--- config.mk ---
export PLATFORM = sky130hd
export DESIGN_NAME = result_tx_serializer
export DESIGN_NICKNAME = d
export VERILOG_FILES = /design/src/rtl/vec_proc_pkg.sv /design/src/rtl/result_tx_serializer.sv
export SDC_FILE = /design/constraint.sdc
export NUM_CORES = 1
export LEC_CHECK = 0
export BUFFER_PORTS_ARGS = -buffer_cell sky130_fd_sc_hd__buf_2
export CAP_MARGIN = 20
export CORE_ASPECT_RATIO = 1.1
export CORE_UTILIZATION = 35
export DETAILED_ROUTE_END_ITERATION = 8
export HOLD_SLACK_MARGIN = 0.15
export PLACE_DENSITY = 0.67
export SLEW_MARGIN = 20
export SYNTH_ARGS = -nofsm -noshare
export SYNTH_HDL_FRONTEND = slang
export SYNTH_SLANG_ARGS = --single-unit
--- constraint.sdc ---
create_clock -name clk -period 5.6 [get_ports clk]
set_clock_uncertainty 0.15 [all_clocks]
set_input_delay 0.56 -clock clk [delete_from_list [all_inputs] [get_ports clk]]
set_output_delay 0.56 -clock clk [all_outputs]
set_load 0.05 [all_outputs]
--- src/rtl/vec_proc_pkg.sv ---
// -----------------------------------------------------------------------------
// vec_proc_pkg
// Shared definitions for the result transmit path:
//   - tx_state_e    : serializer FSM states
//   - EN_*          : bit positions inside the one-hot operation select
//   - op_byte_count : number of result bytes an operation produces, clamped
//                     to the bytes available in the result word
// -----------------------------------------------------------------------------
package vec_proc_pkg;

   typedef enum logic [2:0] {
      ST_IDLE        = 3'd0,
      ST_LOAD        = 3'd1,
      ST_START       = 3'd2,
      ST_WAIT_ACCEPT = 3'd3,
      ST_WAIT_DONE   = 3'd4,
      ST_DONE        = 3'd5
   } tx_state_e;

   localparam int unsigned EN_READ = 0;
   localparam int unsigned EN_SUM  = 1;
   localparam int unsigned EN_AVG  = 2;
   localparam int unsigned EN_EUC  = 3;
   localparam int unsigned EN_MAN  = 4;
   localparam int unsigned EN_DOT  = 5;

   // Caller guarantees en is one-hot; an all-zero select yields 0.
   function automatic logic [2:0] op_byte_count(input logic [5:0] en,
                                                input int         max_bytes);
      logic [2:0] n;
      n = 3'd0;
      if (en[EN_READ])                 n = 3'd1;
      else if (en[EN_SUM] | en[EN_AVG]) n = 3'd2;
      else if (en[EN_EUC] | en[EN_MAN]) n = 3'd3;
      else if (en[EN_DOT])              n = 3'd4;
      if (int'(n) > max_bytes) n = 3'(max_bytes);
      return n;
   endfunction

endpackage

--- src/rtl/result_tx_serializer.sv ---
// -----------------------------------------------------------------------------
// result_tx_serializer
// Sends one result word over a byte-wide UART transmitter, MSB byte first.
// The number of bytes depends on the selected operation.
//
// Optional feature: define RESULT_TX_CHECKSUM_EN to append one XOR checksum
// byte (XOR of all payload bytes) after the payload.
//
// Ports:
//   clk           in   clock, rising edge
//   reset         in   synchronous, active-high
//   tx_start      in   one-cycle request to send result_data
//   enables[5:0]  in   one-hot op select (read,sum,avg,euc,man,dot)
//   result_data   in   result word, valid with tx_start
//   tx_sent       out  one-cycle pulse when the whole result has been sent
//   uart_tx_start out  one-cycle load strobe for the UART transmitter
//   uart_tx_data  out  byte presented to the UART
//   uart_tx_busy  in   UART transmitter busy
//   sel_err       out  one-cycle pulse after a tx_start with a bad select
// -----------------------------------------------------------------------------
module result_tx_serializer
   import vec_proc_pkg::*;
#(
   parameter int DATA_W = 32
) (
   input  logic              clk,
   input  logic              reset,
   input  logic              tx_start,
   input  logic [5:0]        enables,
   input  logic [DATA_W-1:0] result_data,
   output logic              tx_sent,
   output logic              uart_tx_start,
   output logic [7:0]        uart_tx_data,
   input  logic              uart_tx_busy,
   output logic              sel_err
);

   localparam int MAX_BYTES = DATA_W / 8;

   tx_state_e         state_q, state_d;
   logic [DATA_W-1:0] word_q, word_d;
   logic [2:0]        cnt_q, cnt_d;      // payload byte count
   logic [2:0]        idx_q, idx_d;      // byte being sent
   logic              acc_q, acc_d;      // one idle cycle already seen in WAIT_ACCEPT
   logic              tx_sent_q, tx_sent_d;
   logic              sel_err_q, sel_err_d;
   logic              byte_done;
   logic [2:0]        byte_sel;
   logic [2:0]        total_bytes;
   logic [7:0]        payload_byte;
   logic [7:0]        tx_byte;
`ifdef RESULT_TX_CHECKSUM_EN
   logic [7:0]        csum_q, csum_d;
`endif

   // MSB first: byte index 0 is the highest byte of the low cnt*8 bits.
   assign byte_sel = cnt_q - idx_q - 3'd1;

   always_comb begin
      payload_byte = 8'h00;
      for (int b = 0; b < MAX_BYTES; b++) begin
         if (3'(b) == byte_sel) payload_byte = word_q[b*8 +: 8];
      end
   end

`ifdef RESULT_TX_CHECKSUM_EN
   // The checksum byte follows the payload; csum_q is complete by the time
   // idx_q reaches cnt_q because it is folded in as each payload byte retires.
   assign total_bytes = cnt_q + 3'd1;
   assign tx_byte     = (idx_q == cnt_q) ? csum_q : payload_byte;
`else
   assign total_bytes = cnt_q;
   assign tx_byte     = payload_byte;
`endif

   always_comb begin
      state_d   = state_q;
      word_d    = word_q;
      cnt_d     = cnt_q;
      idx_d     = idx_q;
      acc_d     = acc_q;
      tx_sent_d = 1'b0;
      sel_err_d = 1'b0;
      byte_done = 1'b0;
`ifdef RESULT_TX_CHECKSUM_EN
      csum_d    = csum_q;
`endif
      case (state_q)
         ST_IDLE: begin
            if (tx_start) begin
               if ($onehot(enables)) begin
                  word_d  = result_data;
                  cnt_d   = op_byte_count(enables, MAX_BYTES);
                  idx_d   = 3'd0;
`ifdef RESULT_TX_CHECKSUM_EN
                  csum_d  = 8'h00;
`endif
                  state_d = ST_LOAD;
               end else begin
                  // Bad select: nothing is sent, error now, completion next.
                  sel_err_d = 1'b1;
                  state_d   = ST_DONE;
               end
            end
         end
         ST_LOAD: begin
            if (!uart_tx_busy) state_d = ST_START;
         end
         ST_START: begin
            acc_d   = 1'b0;
            state_d = ST_WAIT_ACCEPT;
         end
         ST_WAIT_ACCEPT: begin
            // A fast UART may finish before busy is ever seen; two idle
            // cycles here count as the byte being done.
            if (uart_tx_busy)  state_d   = ST_WAIT_DONE;
            else if (acc_q)    byte_done = 1'b1;
            else               acc_d     = 1'b1;
         end
         ST_WAIT_DONE: begin
            if (!uart_tx_busy) byte_done = 1'b1;
         end
         ST_DONE: begin
            tx_sent_d = 1'b1;
            state_d   = ST_IDLE;
         end
         default: state_d = ST_IDLE;
      endcase

      if (byte_done) begin
         idx_d   = idx_q + 3'd1;
         acc_d   = 1'b0;
         state_d = ((idx_q + 3'd1) < total_bytes) ? ST_LOAD : ST_DONE;
`ifdef RESULT_TX_CHECKSUM_EN
         if (idx_q < cnt_q) csum_d = csum_q ^ payload_byte;
`endif
      end
   end

   always_ff @(posedge clk) begin
      if (reset) begin
         state_q   <= ST_IDLE;
         word_q    <= '0;
         cnt_q     <= 3'd0;
         idx_q     <= 3'd0;
         acc_q     <= 1'b0;
         tx_sent_q <= 1'b0;
         sel_err_q <= 1'b0;
`ifdef RESULT_TX_CHECKSUM_EN
         csum_q    <= 8'h00;
`endif
      end else begin
         state_q   <= state_d;
         word_q    <= word_d;
         cnt_q     <= cnt_d;
         idx_q     <= idx_d;
         acc_q     <= acc_d;
         tx_sent_q <= tx_sent_d;
         sel_err_q <= sel_err_d;
`ifdef RESULT_TX_CHECKSUM_EN
         csum_q    <= csum_d;
`endif
      end
   end

   // uart_tx_data follows the latched word and index, so it is stable for the
   // whole LOAD..WAIT_DONE span of each byte and zero after reset.
   assign uart_tx_start = (state_q == ST_START);
   assign uart_tx_data  = tx_byte;
   assign tx_sent       = tx_sent_q;
   assign sel_err       = sel_err_q;

endmodule

[Word-level counts from Yosys, hierarchy flattened]
Cells that the tools add are included.
Storage, ports and cells
  output and inout bits: 11
  register bits after elaboration: 44
  logic and storage cells: 78
Cells by class
  reduce and logical (&&, ||, !) cells: 12
  equality and inequality tests: 14
  magnitude comparators: 2
  mux-type cells: 31
  add/sub/neg operators: 8
  bitwise operators: 4
Operators by type and width (number)
  2-to-1 mux 3 bit: 18
  2-to-1 mux 8 bit: 4
  case mux 3 bit (5 select lines): 1
  != test 3 bit, second input constant: 3
  nonzero test 2 bit: 4
  adder 1 x 1 -> 2 bit: 3
  equality test 2 x 3 -> 1 bit, first input constant: 2
  equality test 3 x 1 -> 1 bit, second input constant: 2
  equality test 3 x 2 -> 1 bit, second input constant: 2
  equality test 3 bit, second input constant: 2
  zero test 3 bit: 2
  2-to-1 mux 1 bit: 6
  AND reduction 3 bit: 2
  != test 2 bit, second input constant: 2
  case mux 1 bit (2 select lines): 2
  AND reduction 4 bit: 1
  adder 2 x 2 -> 3 bit: 1
  adder 3 x 1 -> 3 bit, second input constant: 1
  adder 3 x 2 -> 3 bit: 1
  equality test 1 x 3 -> 1 bit, first input constant: 1
  greater-than comparator 3 bit, second input constant: 1
  < comparator 3 bit: 1
  OR reduction 3 bit: 1
  subtractor 3 x 1 -> 3 bit, second input constant: 1
  other kinds (5): 7

[Logic depth before layout (Yosys ltp)]
  depth in word-level cells: 9
  mapped depth: 11

[Least setup slack after synthesis]
OpenSTA, ideal clock, no wires.
  path type: in2reg
  start point: input port enables[0]
  end point: register word_q[10]
  required time: 5318 ps
  library setup time: 132 ps
  setup slack: 2055 ps
  data arrival time: 3263 ps
  cell stages on the path: 11
  path buffers: 2
  cell sequence: inv_1 -> fa_1 -> fa_1 -> inv_1 -> ha_1 -> fa_1 -> or4b_1 -> buf_2 -> buf_2 -> nand2_1 -> a21oi_1
On the way
  cells in the longest elaborated chain, start to end: 5
Ends and longest elaborated chain
  start, declared: RTL line result_tx_serializer.sv:29  | input logic [5:0] enables,
  adder 1 x 1 -> 2 bit (not written as such): RTL line result_tx_serializer.sv:91  | if ($onehot(enables)) begin
  adder 2 x 2 -> 3 bit (not written as such): RTL line result_tx_serializer.sv:91
  adder 3 x 2 -> 3 bit (not written as such): RTL line result_tx_serializer.sv:91
  equality test 3 x 1 -> 1 bit: RTL line result_tx_serializer.sv:91
  AND reduction 3 bit (no source line)
  end signal, assigned: RTL line result_tx_serializer.sv:154  | word_q <= word_d;
  end, declared: RTL line result_tx_serializer.sv:41  | logic [DATA_W-1:0] word_q, word_d;
Every way passes these cells.
A chain may end at the register's enable or synchronous reset.

[Worst setup path after layout]
  start point: input port enables[0]
  end point: register idx_q[2]
On the way
  cells in the longest elaborated chain, start to end: 6
Ends and longest elaborated chain
  adder 1 x 1 -> 2 bit (not written as such): RTL line result_tx_serializer.sv:91
  adder 2 x 2 -> 3 bit (not written as such): RTL line result_tx_serializer.sv:91
  adder 3 x 2 -> 3 bit (not written as such): RTL line result_tx_serializer.sv:91
  equality test 3 x 1 -> 1 bit: RTL line result_tx_serializer.sv:91
  nonzero test 2 bit (no source line)
  AND reduction 3 bit (no source line)
  end signal, assigned: RTL line result_tx_serializer.sv:156  | idx_q <= idx_d;
  end, declared: RTL line result_tx_serializer.sv:43  | logic [2:0] idx_q, idx_d;
Every way passes these cells.

==> flow_summary.ini <==
[logic_synthesis]
synth_cells = 259
syn_area_mm2 = 0.00220
yosysMostFrequentCell = nand2_1
synth.yosys.seq_area_share_pct = 40.0
synth.distinct_cells = 39
syn_nets = 311
synth-seq-cells = 44
netlist_top_cells_area = dfxtp_1 (40%), nand2_1 (12%), a21oi_1 (9.1%)
synthArstFlopShare_pct = 0
ys_top_cells_by_count = nand2_1 (69), dfxtp_1 (44), a21oi_1 (40), clkbuf_1 (14), inv_1 (14)
ys.flop_type = dfxtp_1
synth_edf_count = 0
synth_area_per_cell_um2 = 8.51
synth_top_cell_area_share_pct = 40.0
yosysWarnings = 0
yosys.area.top_type = dfxtp_1

[floorplan]
fp.dieArea_mm2 = 0.00662
die_h_um = 85.2
die_w_um = 77.7
num_io_pins = 53
rows = 29
start_util_pct = 37.3
core_mm2 = 0.00591

[sta]
final-hold-violation-count = 0
period_share_pct = 68.1
rsz0062_at_grt = false
setup_viol = 0
finalCriticalPeriod_ns = 3.81
slew-limit-headroom_pct = 44.2
worst_slew_pin_slew_ns = 0.830
max_clock_freq_ghz = 0.262
holdWs_ns = 0.306
drv_slew = 0
final.setup.tns_ns = 0

[worst_setup_path]
critPathCaptureType = register
cp_slowest_stage_delay_ns = 0.78
worstPathMaxFanout = 20
start_kind = input port
arrival_ns = 3.82
cp_top_family = adder cells
worstPathCellList = buf_2 -> inv_1 -> fa_1 -> fa_1 -> inv_1 -> ha_1 -> fa_1 -> nor4b_4 -> buf_4 -> mux2_1 -> a211oi_1
cp_num_buf_inv = 4
reg2reg_depth = 5
cpMaxStageDelayCell = nor4b_4
crit_cells = 11
timing.rr.start = state_q[1]
critPathMostFrequentCell = fa_1
critPathKind = input port to register
required_ns = 5.60
critPathLaunch = enables[0]

[finish]
n_fill_cell = 582
nets = 354
stdcell_area_mm2 = 0.00262
finish.utilization_pct = 44.4
n_antenna_cell = 0
syn_to_final_growth_pct = 19.1
drive_gt1_share_pct = 23.8

[routing]
drt_iter0_drc = 70
wl_per_cell_um = 12.7
viasPerCell = 4.98
wirelength_um = 4820
drt.antenna.violating_nets = 0
drtPass1Iterations = 4
vias = 1891
drc = 0

[place]
place_congestion = 0.767
hpwl_um = 3420
dpl_cell_area_mm2 = 0.00250
portBuffers = 52

[clocking]
post_cts_buffers = 0
clk_latency_ns = 0.30
cts_hold_buffers = 0
cts_sinks = 44
cts_root_buffer = clkbuf_8
cts_buffers = 5
cts_tree = built
cts_buffer_depth = 2
cts_resized = 0
htreeDepth = 2
clk_pin_slew_ns = 0.09

[pwr]
p_total_mw = 0.875
ir_drop_v = 0.000143
p_leak_nw = 1.03
power_density_mw_per_mm2 = 333

[worst_hold_path]
holdCritStartpoint = word_q[23]
hold_depth = 2
hold_class = register to register

[job]
max_cap_violations = 0

[grt]
overflow = 0
antenna_found_initial = 0
grt_pass1_vias = 1785
grt_max_degree = 46
grt_pass1_wl_um = 7990
grt_usage_pct = 15.7

[run_status]
status = finished, final reports clean
## worst paths after layout
| kind | slack, ns | endpoint |
|---|---|---|
| setup / recovery | 1.79 | idx_q[2] |
| hold / removal | 0.31 | word_q[23] |
| setup reg to reg | 2.93 | idx_q[2] |
| hold reg to reg | 0.31 | word_q[23] |
## sequential cells by signal, indices dropped and copies added (netlist names)
name / flops
acc_q: 1
cnt_q: 3
idx_q: 3
sel_err: 1
state_q: 3
tx_sent: 1
word_q: 32
## worst register-to-register path, delay by kind of cell, from the launching register on
family,cells,cell delay [ns]
mux,1,0.18
buf+inv,1,0.37
flops,1,0.43
simple gates,2,1.34
compound gates,1,0.06
## logic make-up (layout without fill, tap and decap cells)
group                    Yosys count  after routing  share of synthesized area (%)
XOR/XNOR                           3              3                           1.19
AO/OA/AOI/OAI                     55             55                           14.4
buffers and inverters             32             76                           5.68
AND/OR/NAND/NOR                  105            105                           22.6
multiplexers                      10             10                           9.14
adder cells (fa/ha/maj)           10             10                           7.04
flip-flops                        44             44                           40.0
## metrics by stage
step / worst slack [ns] / instances
after floorplan: 2.06 / 259
after global placement: 1.52 / 372
after detailed placement: 1.43 / 372
after CTS: 1.76 / 380
after global routing: 1.55 / 380
final: 1.79 / 380
## per-layer routing
metal	up-vias	track usage, %	part of all wire [%]
li1	966	-	-
met1	882	17.9	44
met2	32	26.9	49
met3	11	3.87	4.0
met4	0	8.23	2.8
met5	-	0	0
## layout by cell type (no fill, tap or decap), types with 2 or more instances in the layout
cell type  count
dfxtp_1       44
inv_1         14
nor2b_1        9
o21ai_0        2
xor2_1         2
a21oi_1       40
a211oi_1       3
buf_4          2
ha_1           6
nand3_1        2
nor2_1         9
a311oi_1       3
buf_2         52
fa_1           4
nand2_1       69
mux4_2         8
clkbuf_8       6
o21a_1         2
nor3_1         3
## report_power, final
part | leakage [nW] | total (mW) | switching, mW | internal [mW]
Clock | 0.0614 | 0.257 | 0.111 | 0.146
Sequential | 0.356 | 0.380 | 0.0369 | 0.343
Combinational | 0.608 | 0.239 | 0.133 | 0.106
Total | 1.03 | 0.875 | 0.280 | 0.594
## cell type report
type	count	area (um2)	share of cell area, %
timing repair buffer	54	275	10.5
tap	77	96.3	3.67
clock buffer	6	82.6	3.15
inverter	14	52.6	2.00
sequential	44	881	33.6
multi-input combinational	183	1200	45.6
clock inverter	2	38.8	1.48
No activity file was read; power rests on OpenSTA's default activity.
